File: src/rtl/axi_memory_master_burst.sv
// AXI4 burst master: turns one-cycle start_write/start_read requests into
// independent AXI write and read bursts. Read data goes straight from slave to consumer.
module axi_memory_master_burst #(
    parameter int ADDR_WIDTH = 32,
    parameter int DATA_WIDTH = 32
) (
    input  logic                    clk,
    input  logic                    resetn,
    // write request side
    input  logic                    start_write,
    input  logic [ADDR_WIDTH-1:0]   write_addr,
    input  logic [31:0]             write_len,
    input  logic [2:0]              write_size,
    input  logic [1:0]              write_burst,
    input  logic [DATA_WIDTH-1:0]   write_data,
    input  logic [DATA_WIDTH/8-1:0] write_strb,
    // AXI write address channel
    output logic [ADDR_WIDTH-1:0]   awaddr,
    output logic [7:0]              awlen,
    output logic [2:0]              awsize,
    output logic [1:0]              awburst,
    output logic                    awvalid,
    input  logic                    awready,
    // AXI write data channel
    output logic [DATA_WIDTH-1:0]   wdata,
    output logic [DATA_WIDTH/8-1:0] wstrb,
    output logic                    wlast,
    output logic                    wvalid,
    input  logic                    wready,
    // AXI write response channel
    input  logic                    bvalid,
    output logic                    bready,
    // read request side
    input  logic                    start_read,
    input  logic [ADDR_WIDTH-1:0]   read_addr,
    input  logic [31:0]             read_len,
    input  logic [2:0]              read_size,
    input  logic [1:0]              read_burst,
    // AXI read address channel
    output logic [ADDR_WIDTH-1:0]   araddr,
    output logic [7:0]              arlen,
    output logic [2:0]              arsize,
    output logic [1:0]              arburst,
    output logic                    arvalid,
    input  logic                    arready,
    // AXI read data channel
    input  logic                    rvalid,
    input  logic                    rlast,
    output logic                    rready,
    // status
    output logic                    write_busy,
    output logic                    read_busy,
    output logic                    write_done,
    output logic                    read_done
);

    typedef enum logic [1:0] {W_IDLE, W_ADDR, W_DATA, W_RESP} wstate_t;
    typedef enum logic [1:0] {R_IDLE, R_ADDR, R_DATA} rstate_t;

    wstate_t    wstate;
    rstate_t    rstate;
    logic [7:0] wr_cnt;
    logic [7:0] rd_cnt;

    // Write beats are not registered: the producer holds write_data until accepted.
    assign wdata = write_data;
    assign wstrb = write_strb;

    always_ff @(posedge clk) begin
        if (resetn) begin
            wstate     <= W_IDLE;
            awaddr     <= '0;
            awlen      <= '0;
            awsize     <= '0;
            awburst    <= '0;
            awvalid    <= 1'b0;
            wvalid     <= 1'b0;
            wlast      <= 1'b0;
            bready     <= 1'b0;
            wr_cnt     <= '0;
            write_busy <= 1'b0;
            write_done <= 1'b0;
        end else begin
            write_done <= 1'b0;
            unique case (wstate)
                W_IDLE: begin
                    if (start_write && (write_len != 32'd0)) begin
                        awaddr     <= write_addr;
                        awlen      <= write_len[7:0] - 8'd1;
                        awsize     <= write_size;
                        awburst    <= write_burst;
                        awvalid    <= 1'b1;
                        write_busy <= 1'b1;
                        wstate     <= W_ADDR;
                    end
                end
                W_ADDR: begin
                    if (awready) begin
                        awvalid <= 1'b0;
                        wvalid  <= 1'b1;
                        wlast   <= (awlen == 8'd0);
                        wr_cnt  <= '0;
                        wstate  <= W_DATA;
                    end
                end
                W_DATA: begin
                    if (wready) begin
                        if (wlast) begin
                            wvalid <= 1'b0;
                            wlast  <= 1'b0;
                            bready <= 1'b1;
                            wstate <= W_RESP;
                        end else begin
                            // wlast is registered, so it looks one beat ahead of the counter
                            wr_cnt <= wr_cnt + 8'd1;
                            wlast  <= ((wr_cnt + 8'd1) == awlen);
                        end
                    end
                end
                W_RESP: begin
                    if (bvalid) begin
                        bready     <= 1'b0;
                        write_done <= 1'b1;
                        write_busy <= 1'b0;
                        wstate     <= W_IDLE;
                    end
                end
                default: wstate <= W_IDLE;
            endcase
        end
    end

    always_ff @(posedge clk) begin
        if (resetn) begin
            rstate    <= R_IDLE;
            araddr    <= '0;
            arlen     <= '0;
            arsize    <= '0;
            arburst   <= '0;
            arvalid   <= 1'b0;
            rready    <= 1'b0;
            rd_cnt    <= '0;
            read_busy <= 1'b0;
            read_done <= 1'b0;
        end else begin
            read_done <= 1'b0;
            unique case (rstate)
                R_IDLE: begin
                    if (start_read && (read_len != 32'd0)) begin
                        araddr    <= read_addr;
                        arlen     <= read_len[7:0] - 8'd1;
                        arsize    <= read_size;
                        arburst   <= read_burst;
                        arvalid   <= 1'b1;
                        read_busy <= 1'b1;
                        rstate    <= R_ADDR;
                    end
                end
                R_ADDR: begin
                    if (arready) begin
                        arvalid <= 1'b0;
                        rready  <= 1'b1;
                        rd_cnt  <= '0;
                        rstate  <= R_DATA;
                    end
                end
                R_DATA: begin
                    if (rvalid) begin
                        rd_cnt <= rd_cnt + 8'd1;
                        // the slave's rlast, not rd_cnt, ends the burst
                        if (rlast) begin
                            rready    <= 1'b0;
                            read_done <= 1'b1;
                            read_busy <= 1'b0;
                            rstate    <= R_IDLE;
                        end
                    end
                end
                default: rstate <= R_IDLE;
            endcase
        end
    end

endmodule

File: config.mk
export PLATFORM = sky130hd
export DESIGN_NAME = axi_memory_master_burst
export DESIGN_NICKNAME = d
export VERILOG_FILES = /design/src/rtl/axi_memory_master_burst.sv
export SDC_FILE = /design/constraint.sdc
export NUM_CORES = 1
export LEC_CHECK = 0
export ABC_CLOCK_PERIOD_IN_PS = 4800
export CAP_MARGIN = 0
export CORE_MARGIN = 2
export CORE_UTILIZATION = 30
export DETAILED_ROUTE_END_ITERATION = 10
export PLACE_DENSITY = 0.71
export SLEW_MARGIN = 20
export SYNTH_ARGS = -nofsm -noshare
export SYNTH_HDL_FRONTEND = slang
export SYNTH_SLANG_ARGS = --single-unit
File: constraint.sdc
create_clock -name clk -period 4.8 [get_ports clk]
set_input_delay 0.96 -clock clk [delete_from_list [all_inputs] [get_ports clk]]
set_output_delay 0.96 -clock clk [all_outputs]
set_load 0.05 [all_outputs]
## Yosys cells after proc, flatten, opt, wreduce, memory -nomap -nowiden

Index checks and enable logic that the tools add are counted.

- Output and inout port bits: 136
- Memory bits (read-only): 0
- Bits in latches: 0
- Register bits after elaboration: 112
- RAM bits: 0
- Bits of input ports: 184
- Memories kept: 0
- Logic and storage cells: 113

- Shift-type cells: 0
- Divide/modulo/power cells: 0
- Eq/ne operators: 16
- Multipliers: 0
- Reduce and logical (&&, ||, !) cells: 29
- $add $sub $neg: 3
- Order comparisons: 0
- Multiplexer cells: 41
- Bitwise operators: 3

Operators with widths:

| kind | number |
|---|---|
| nonzero test 32 bit | 2 |
| two-way mux 8 bit | 3 |
| AND reduction 4 bit | 6 |
| inequality test 2 bit, second input constant | 10 |
| two-way mux 1 bit | 18 |
| two-way mux 2 bit | 9 |
| one-hot mux 1 bit (2 select lines) | 8 |
| one-hot mux 8 bit (2 select lines) | 1 |
| subtractor 8 x 1 -> 8 bit, second input constant | 2 |
| nonzero test 2 bit | 7 |
| AND reduction 3 bit | 4 |
| adder 8 x 1 -> 8 bit, second input constant | 1 |
| equality test 8 bit | 1 |
| zero test 8 bit | 1 |
| one-hot mux 2 bit (4 select lines) | 1 |
| equality test 2 bit, second input constant | 3 |
| one-hot mux 2 bit (3 select lines) | 1 |
| AND reduction 5 bit | 1 |
| equality test 2 x 1 -> 1 bit, second input constant | 2 |
| zero test 2 bit | 2 |
| AND reduction 2 bit | 2 |
| NOT 1 bit | 3 |
| OR reduction 3 bit | 1 |
| logical AND 1 bit | 2 |
| OR reduction 2 bit | 1 |

## Longest topological paths before layout

Gate-level depths: netlist of the first run.

- Depth after elaboration: 5
- Mapped depth: 9
- Gate-level depth less buffers: 7

## Worst setup path before layout of the first run

Ideal clock, no wire load.

- Path kind: input port to flip-flop
- From: in write_len[0]
- To: reg write_busy
- Arrival time: 2,313 ps
- Required time: 4,675 ps
- Buffers on the path: 2
- Cell stages on the path: 9
- Setup time: 125 ps
- Setup slack: 2,362 ps
- Path through: inv_1 > ha_1 > nor4b_1 > nand4_2 > o211a_1 > buf_6 > buf_6 > o21ai_0 > a31oi_1

- Longest elaborated chain between the ends: 4

Ends and longest elaborated chain:

| what | RTL line | RTL |
|---|---|---|
| start, declared | 12 | `input logic [31:0] write_len,` |
| nonzero test 32 bit | 87 | `if (start_write && (write_len != 32'd0)) begin` |
| logical AND 1 bit | 87 |  |
| inequality test 2 bit (no source line) | n/a |  |
| AND reduction 3 bit (no source line) | n/a |  |
| end signal, assigned | 81 | `write_busy <= 1'b0;` |
| end signal, assigned | 93 | `write_busy <= 1'b1;` |
| end signal, assigned | 124 | `write_busy <= 1'b0;` |
| end, declared | 51 | `output logic write_busy,` |

No other way between the ends.
A chain may end at the register's enable or synchronous reset.

## Worst setup path in the final report of the first run

- From: in write_len[0]
- To: reg awburst[1]

- Longest elaborated chain between the ends: 3

Ends and longest elaborated chain:

| what | RTL line | RTL |
|---|---|---|
| nonzero test 32 bit | 87 |  |
| logical AND 1 bit | 87 |  |
| AND reduction 2 bit (no source line) | n/a |  |
| end signal, assigned | 91 | `awburst <= write_burst;` |
| end, declared | 21 | `output logic [1:0] awburst,` |

No other way between the ends.

==> run metrics, run 1 <==
Reg-to-Reg Start wstate[0]; final antenna diode count 0; I/O pin count 320; number of buffer and inverter stages on the critical path 2; vertical extent of the die 135 µm; static leakage 2.78 nW; Critical Path Source Type input port; async set or reset register ratio after synthesis 0%; number of antenna violations at the first check in global routing 0; Clock Sink Count 112; synthesized netlist cell count 621; post-route cell area 7740 µm²; Main synth FF type dfxtp_1; Final Hold Violating Endpoints 0; Worst-Skew Late Latency approximately 0.35 ns; deepest level of the CTS H-tree 3; Critical Path Sink Type register; via density per instance 4.66; critical path class in -> reg; total routing resource utilization after global routing 16.2%; WL per Instance around 14 µm; Largest stage delay, worst path 0.85 ns; worst relative slew slack about 33%; post-synth net total 815; routed wire length around 15000 µm; post-synthesis to final-layout area growth 50.5%; CTS clock-pin slew for the worst setup and hold paths 0.07 ns; slowest library cell on the worst path o211ai_4; HP Class reg -> reg; GRT Residual Overflow 0; placement-stage cell area 7460 µm²; detailed-placement wirelength estimate ~11000 µm; timing-limited maximum frequency roughly 320 MHz; Iter 0 DRT Violations approximately 150; most frequent cells after synthesis nand2_1, dfxtp_1, a21oi_1; Endpoint, Worst Hold awsize[1]; number of unique standard cell types used by synthesis 48; remaining antenna violation count after routing 0; synthesis warning total 0; layout cells sized above 1 5.60%; Post-route DRC 0; largest clock skew in the final design 0.00740 ns; delay-heaviest family, CP compound AO/OA/AOI/OAI gates; Row Count 47; RePlAce Congestion 0.787; total power per unit cell area 425 nW/µm²; number of fill cells 1682; synthesized area per cell 8.28 µm²; slew at the pin closest to its max-slew limit 1.01 ns; required arrival time at the worst endpoint 5.07 ns; status finished clean; number of enable-type register cells in the synthesized netlist 0; max-cap viol count 0; number of nets in the finished design 1010; pre-CTS setup slack 1.27 ns; number of global-route vias before repair 4698; hold path depth 2; post-route fraction of the period consumed by the critical path 64.9%; count leader, synth nand2_1; total number of vias around 4900; flop-to-flop setup slack 2.58 ns; unrepaired setup endpoints after global routing false; arrival time of the worst setup path 3.39 ns; post_cts resized 0; number of buffers between clock root and the deepest sink 2; die width 135 µm; number of cells on the worst reg-to-reg path 6; post-route minimum period 3.12 ns; proportion of synthesized chip area in sequential cells 43.6%; clock tree from TritonCTS done; startpoint of the worst hold path awsize[1]; hold buffer count at CTS 0; PortBufs 247; post-CTS setup-driven buffer insertion count 0; Core Area 16700 µm²; endpoint of the most critical register-to-register path wr_cnt[5]; maximum number of pins on one net before global-route repair 79; length of the first detailed-routing pass in iterations 4; Setup TNS Final 0 ns; worst IR drop on VDD approximately 0.25 mV; effective utilization at floorplan just over 30%; overall power after layout 0.00329 W; core occupancy in the finished layout 46.4%; die outline area roughly 18000 µm²; highest net fanout along the worst path 37; cell type contributing the most total cell area after synthesis dfxtp_1; number of max-slew violations in the final report 0; clock root buffer master clkbuf_16; PnR worst setup slack 1.68 ns; top cell type's share of synthesized area 43.6%; dominant cells by area after synthesis dfxtp_1, nand2_1, a21oi_1; count of state elements after synthesis 112; cells traversed along the worst timing path clkdlybuf4s50_1 -> inv_1 -> ha_1 -> nor4b_1 -> nand4_2 -> o211ai_4 -> nand2_1 -> a21oi_1; total of endpoints with negative setup slack in the final report 0; number of buffers inserted during clock tree synthesis 9; synthesized cell area 5140 µm²; wire length of the first global-routing pass between 20000 and 25000 µm
[worst max-delay path by stage]
stage,from,to,depth (start not counted)
after floorplan,write_len[0],write_busy,9
after global placement,write_len[0],awaddr[6],8
after detailed placement,write_len[0],awaddr[24],8
after CTS,write_len[0],awburst[1],8
after global routing,write_len[0],awaddr[1],8
final,write_len[0],awburst[1],8
[cell type report]
class                      count  area, µm²  share of cell area (%)
tap                          220        275                    3.55
multi-input combinational    430       2390                    30.9
clock buffer                  11        243                    3.13
clock inverter                 5       41.3                   0.533
sequential                   112       2240                    29.0
inverter                      11       41.3                   0.533
timing repair buffer         252       2510                    32.4
[registers in the layout, summed over array words and instances (netlist names), 3 cells and up]
register	cells
araddr	32
awaddr	32
arlen	8
awlen	8
wr_cnt	8
arsize	3
awsize	3
[cells in the final DEF (no fill, tap or decap), drive strengths merged, types with 9 or more instances in the layout]
master	n
nor2	39
clkdlybuf4s50	246
ha	10
nand2	166
inv	12
xor2	9
a21oi	91
dfxtp	112
clkbuf	11
a211oi	17
o21ai	10
xnor2	12
nor4	16
[per-layer routing]
metal | vias to the layer above | share of wire (%) | GRT usage (%)
met3 | 19 | 9.4 | 6.76
met2 | 187 | 49 | 28.0
met5 | - | 0 | 0
met4 | 0 | 1.9 | 5.50
met1 | 2203 | 39 | 18.0
li1 | 2446 | - | -
[power by group]
| part | internal (W) | switching [W] |
|---|---|---|
| Clock | 0.000372 | 0.000359 |
| Sequential | 0.00107 | 0.0000970 |
| Combinational | 0.000515 | 0.000877 |
| Total | 0.00195 | 0.00133 |
[through the flow]
stage               std cells  hold slack (ns)
floorplan                 621            0.469
CTS                      1041            0.456
global route             1041            0.471
global placement         1025            0.440
finish                   1041            0.454
detailed placement       1025            0.446
[worst register-to-register path: stages, from the launching register on]
cell and delay, ns:
dfxtp_1 0.34, inv_1 0.13, ha_1 0.39, nor2b_1 0.24, nand3b_1 0.31, or4_1 0.59
a21oi_1 0.14
[kinds of logic (layout without fill, tap and decap cells)]
group | Yosys count | in the layout | synth area share (%)
AOI/OAI and AO/OA | 135 | 135 | 16.7
xor gates and xnor gates | 22 | 22 | 4.01
adders and majority gates | 10 | 10 | 2.43
buffers and inverters | 79 | 279 | 9.90
DFF | 112 | 112 | 43.6
muxes | 4 | 4 | 0.803
and+or+nand+nor | 259 | 259 | 22.5
Power figures use the tool's default switching activity.
==> run 2, diff against run 1 <==
Settings changed: ABC_CLOCK_PERIOD_IN_PS 4800 to 2800, PLACE_DENSITY 0.71 to 0.73.
Clock period 4.8 ns to 2.8 ns, I/O delays scaled along.
==> run metrics, run 2 (synthesized netlist as in run 1, its figures left out) <==
layout cells sized above 1 5.95% (+0.35 points); number of antenna violations at the first check in global routing 0 (unchanged); total routing resource utilization after global routing 15.8% (-0.41 points); deepest level of the CTS H-tree 3 (unchanged); Reg-to-Reg Start wstate[0]; arrival time of the worst setup path 2.49 ns (-0.90 ns); number of buffers inserted during clock tree synthesis 9 (unchanged); PortBufs 247 (unchanged); total of endpoints with negative setup slack in the final report 0 (unchanged); maximum number of pins on one net before global-route repair 56 (-29%); wire length of the first global-routing pass 23100 µm (-1.8%); most common library cell in the layout ignoring fill and taps clkdlybuf4s50_1; Non-Filler Instances 1043 (+0.19%); Setup TNS Final 0 ns (unchanged); remaining antenna violation count after routing 0 (unchanged); required arrival time at the worst endpoint 3.03 ns (-2.04 ns); Post-route DRC 0 (unchanged); post-route fraction of the period consumed by the critical path roughly four fifths; Row Count 47 (unchanged); clock root buffer master clkbuf_16; number of buffers between clock root and the deepest sink 2 (unchanged); effective utilization at floorplan 30.8% (unchanged); unrepaired setup endpoints after global routing false; top flop regs araddr x32, awaddr x32; total number of vias 4851 (-0.082%); Clock Sink Count 112 (unchanged); vertical extent of the die 135 µm (unchanged); Core Area 16700 µm² (unchanged); timing-limited maximum frequency 443 MHz; dpl cells 1027 (+0.20%); number of cells on the worst reg-to-reg path 6 (unchanged); Crit. Startpoint write_len[0]; largest clock skew in the final design 0.00846 ns (+0.00106 ns); routed wire length 14400 µm (-2.1%); die width 135 µm (unchanged); WL per Instance 13.9 µm (-2.2%); post-route cell area 7820 µm² (+0.99%); length of the first detailed-routing pass in iterations 6 (+2); worst IR drop on VDD 0.389 mV (+55%); max-cap viol count 0 (unchanged); final antenna diode count 0 (unchanged); number of max-slew violations in the final report 0 (unchanged); die outline area 18200 µm² (unchanged); I/O pin count 320 (unchanged); endpoint of the most critical register-to-register path wr_cnt[5]; worst relative slew slack 60.5% (+28 points); highest net fanout along the worst path 55 (+49%); Critical Path Sink Type register; Iter 0 DRT Violations 196 (+35%); clock tree from TritonCTS done; hold buffer count at CTS 0 (unchanged); post-synthesis to final-layout area growth 52.0%; GRT Residual Overflow 0 (unchanged); static leakage 2.82 nW (+1.2%); number of global-route vias before repair 4658 (-0.85%); Final Hold Violating Endpoints 0 (unchanged); post_cts resized 0 (unchanged); placement-stage cell area 7520 µm² (+0.87%); Worst-Skew Late Latency 0.36 ns (about the same); PnR worst setup slack 0.543 ns (-1.14 ns); status finished clean; post-route minimum period 2.26 ns; CTS clock-pin slew for the worst setup and hold paths 0.08 ns (about the same); total power per unit cell area 732 nW/µm² (+72%); commonest cells after routing, fill and taps aside clkdlybuf4s50_1, nand2_1, dfxtp_1; Critical Path Source Type input port; via density per instance 4.65 (-0.27%); RePlAce Congestion 0.830 (+5.5%); flop-to-flop setup slack 0.64 ns (-1.94 ns); pre-CTS setup slack 0.154 ns (-1.11 ns); slew at the pin closest to its max-slew limit 0.591 ns (-0.415 ns); HP Class reg -> reg; number of nets in the finished design 1012 (+0.20%); post-CTS setup-driven buffer insertion count 0 (unchanged); end point of the critical path awlen[3]; detailed-placement wirelength estimate 10700 µm (-2.7%); critical path class in -> reg
==> run 2: where the power goes <==
group / total [W] / switching [W] / internal (W)
logic: 0.00243 / 0.00151 / 0.000927
registers: 0.00200 / 0.000168 / 0.00183
clock network: 0.00129 / 0.000644 / 0.000650
total: 0.00573 / 0.00232 / 0.00341
==> run 2: critical path, stage by stage <==
cell and delay [ns]:
clkdlybuf4s50_1 0.45, inv_1 0.10, ha_1 0.14, nor4b_1 0.27
nand4_2 0.22, o211a_2 0.34, buf_12 0.18, nor2_1 0.14
a211oi_2 0.06
==> run 2: stage by stage <==
stage / power [W] / hold slack, ns / utilization (%)
global route: 0.00607 / 0.471 / 46.8
finish: 0.00573 / 0.454 / 46.8
detailed placement: 0.00449 / 0.446 / 45.1
global placement: 0.00446 / 0.440 / 45.1
floorplan: 0.00378 / 0.469 / -
CTS: 0.00582 / 0.456 / 46.8
==> run 2: layout make-up <==
cell class              instances  area [µm²]
inverters                      11        41.3
multi-input cells             430        2390
clock inverters                 6        56.3
well taps                     220         275
flip-flops and latches        112        2240
clock buffers                  10         239
fillers                      1665        8880
repair buffers                254        2570
==> run 2: routing by layer <==
layer / global-route usage (%) / vias to the layer above / share of wire, %
met5: 0 / - / 0
met4: 5.56 / 0 / 1.5
met3: 5.59 / 14 / 9.0
met1: 18.3 / 2213 / 41
li1: - / 2446 / -
met2: 27.0 / 178 / 49
==> run 2: worst min path at each step <==
| stage | from | end | cells after the start | slack [ns] |
|---|---|---|---|---|
| finish | awaddr[22] | awaddr[22] | 2 | 0.45 |
| global route | araddr[8] | araddr[8] | 2 | 0.47 |
| CTS | araddr[22] | araddr[22] | 2 | 0.46 |
| detailed placement | araddr[22] | araddr[22] | 2 | 0.45 |
| global placement | araddr[18] | araddr[18] | 2 | 0.44 |
| floorplan | wr_cnt[7] | wr_cnt[7] | 2 | 0.47 |
==> run 3, diff against run 2 <==
Settings changed: ABC_CLOCK_PERIOD_IN_PS 2800 to 2200, PLACE_DENSITY 0.73 to 0.71.
Clock period 2.8 ns to 2.2 ns, I/O delays scaled along.
==> run metrics, run 3 (synthesized netlist as in run 1, its figures left out) <==
static leakage 3.07 nW (+8.9%); Int Pwr 0.00457 W (+34%); clock root buffer master clkbuf_16; number of nets in the finished design 1052 (+4.0%); timing-limited maximum frequency 474 MHz; number of max-slew violations in the final report 0 (unchanged); cells traversed along the worst timing path clkdlybuf4s50_1; Critical Path Source Type register; net switching fraction of the power 40.0% (-0.52 points); post-route fraction of the period consumed by the critical path 95.9%; most common library cell in the layout ignoring fill and taps clkdlybuf4s50_1; detailed-placement wirelength estimate 11500 µm (+6.9%); length of the first detailed-routing pass in iterations 5 (-1); remaining antenna violation count after routing 0 (unchanged); via density per instance 4.66 (+0.14%); worst IR drop on VDD 0.450 mV (+16%); slew at the pin closest to its max-slew limit 0.573 ns (-0.0178 ns); vertical extent of the die 135 µm (unchanged); PnR worst setup slack 0.0909 ns (-0.452 ns); Worst-Skew Late Latency 0.35 ns (about the same); number of buffers between clock root and the deepest sink 2 (unchanged); pre-CTS setup slack -0.284 ns (-0.437 ns); PortBufs 247 (unchanged); I/O pin count 320 (unchanged); required arrival time at the worst endpoint 1.76 ns (-1.27 ns); die outline area 18200 µm² (unchanged); clock tree from TritonCTS done; total power per unit cell area 921 nW/µm² (+26%); Final Hold Violating Endpoints 0 (unchanged); Clock Sink Count 112 (unchanged); critical path class reg -> out; layout cells sized above 1 10.8% (+4.8 points); status finished clean; sequential share of power 33.4% (-1.5 points); deepest level of the CTS H-tree 3 (unchanged); RePlAce Congestion 0.796 (-4.1%); switching power 0.00305 W (+31%); number of global-route vias before repair 4878 (+4.7%); largest clock skew in the final design 0.00862 ns (+0.000159 ns); maximum number of pins on one net before global-route repair 54 (-3.6%); wire length of the first global-routing pass 24100 µm (+4.3%); GRT Residual Overflow 0 (unchanged); total routing resource utilization after global routing 16.6% (+0.79 points); worst relative slew slack 61.7% (+1.2 points); slowest library cell on the worst path clkdlybuf4s50_1; Row Count 47 (unchanged); Largest stage delay, worst path 0.85 ns (+0.40 ns); final antenna diode count 0 (unchanged); number of buffers inserted during clock tree synthesis 9 (unchanged); effective utilization at floorplan 30.8% (unchanged); Critical Path Sink Type primary output; commonest cells after routing, fill and taps aside clkdlybuf4s50_1, nand2_1, dfxtp_1; Post-route DRC 0 (unchanged); delay-heaviest family, CP buffers and inverters; Setup TNS Final 0 ns (unchanged); combinational cell fraction of total power 43.0% (+0.5 points); arrival time of the worst setup path 1.67 ns (-0.82 ns); routed wire length 15400 µm (+6.4%); die width 135 µm (unchanged); max-cap viol count 0 (unchanged); highest net fanout along the worst path 7 (-87%); Core Area 16700 µm² (unchanged); Iter 0 DRT Violations 183 (-6.6%); top flop regs araddr x32, awaddr x32; post-route minimum period 2.11 ns; number of antenna violations at the first check in global routing 0 (unchanged); total of endpoints with negative setup slack in the final report 0 (unchanged); hold buffer count at CTS 0 (unchanged); HP Class reg -> reg; core occupancy in the finished layout 49.5% (+2.7 points); WL per Instance 14.2 µm (+2.4%); part of the power in the clock network 23.6% (+1.0 points); number of buffer and inverter stages on the critical path 1 (-2); post-synthesis to final-layout area growth 60.7%; total number of vias 5044 (+4.0%); CTS clock-pin slew for the worst setup and hold paths 0.08 ns (about the same)
[run 3: changes by cell type in the layout (fill, tap and decap cells not counted), sizes merged]
cell	change
buf	+38
bufinv	+1
clkbuf	+2
clkdlybuf4s50	-1
clkinv	+2
clkinvlp	-1
inv	-1
[run 3: final cells by class]
class / count / area [µm²]
clock buffer: 9 / 225
clock inverter: 7 / 108
fill: 1623 / 8430
inverter: 11 / 41.3
multi-input combinational: 430 / 2420
sequential: 112 / 2240
tap: 220 / 275
timing repair buffer: 294 / 2960
[run 3: final timing paths]
| kind | slack, ns | from | end | cells past startpoint |
|---|---|---|---|---|
| setup / recovery | 0.09 | awlen[3] | awlen[3] | 1 |
| hold / removal | 0.45 | araddr[15] | araddr[15] | 2 |
| setup reg to reg | 0.18 | wstate[1] | wr_cnt[5] | 7 |
| hold reg to reg | 0.45 | araddr[15] | araddr[15] | 2 |
[run 3: timing repair]
| action | CTS | global route |
|---|---|---|
| endpoints found under the setup margin | 0 | 34 |
| gates resized for setup | 0 | 5 |
| buffers inserted | 0 | 3 |
[run 3: power groups by stage]
stage / logic, W / clock network [W] / registers [W]
final: 0.00327 / 0.00180 / 0.00254
after CTS: 0.00324 / 0.00186 / 0.00254
after detailed placement: 0.00323 / 0 / 0.00259
after floorplan: 0.00131 / 0 / 0.00351
after global placement: 0.00320 / 0 / 0.00258
after global routing: 0.00352 / 0.00195 / 0.00259
[run 3: routing by layer]
metal | global-route usage [%] | share of wire [%] | vias up
met3 | 6.23 | 9.5 | 18
met1 | 18.4 | 39 | 2285
met5 | 0 | 0 | -
li1 | - | - | 2536
met2 | 29.1 | 50 | 205
met4 | 5.79 | 1.8 | 0
[run 3: worst reg2reg max path, stage by stage, from the launching register on]
cell and delay (ns):
dfxtp_1 0.38, inv_1 0.09, ha_1 0.23, nor2b_1 0.17
buf_4 0.14, nand3b_1 0.26, or4_1 0.55, a21oi_1 0.14
[run 3: metrics by stage]
stage | power, W | instances | hold slack (ns) | cell area [µm²]
2_1_floorplan | 0.00481 | 621 | 0.469 | 5140
3_3_place_gp | 0.00578 | 1061 | 0.440 | 7800
3_5_place_dp | 0.00582 | 1061 | 0.446 | 7800
4_1_cts | 0.00765 | 1077 | 0.457 | 8140
5_1_grt | 0.00805 | 1083 | 0.471 | 8270
6_report | 0.00762 | 1083 | 0.454 | 8270
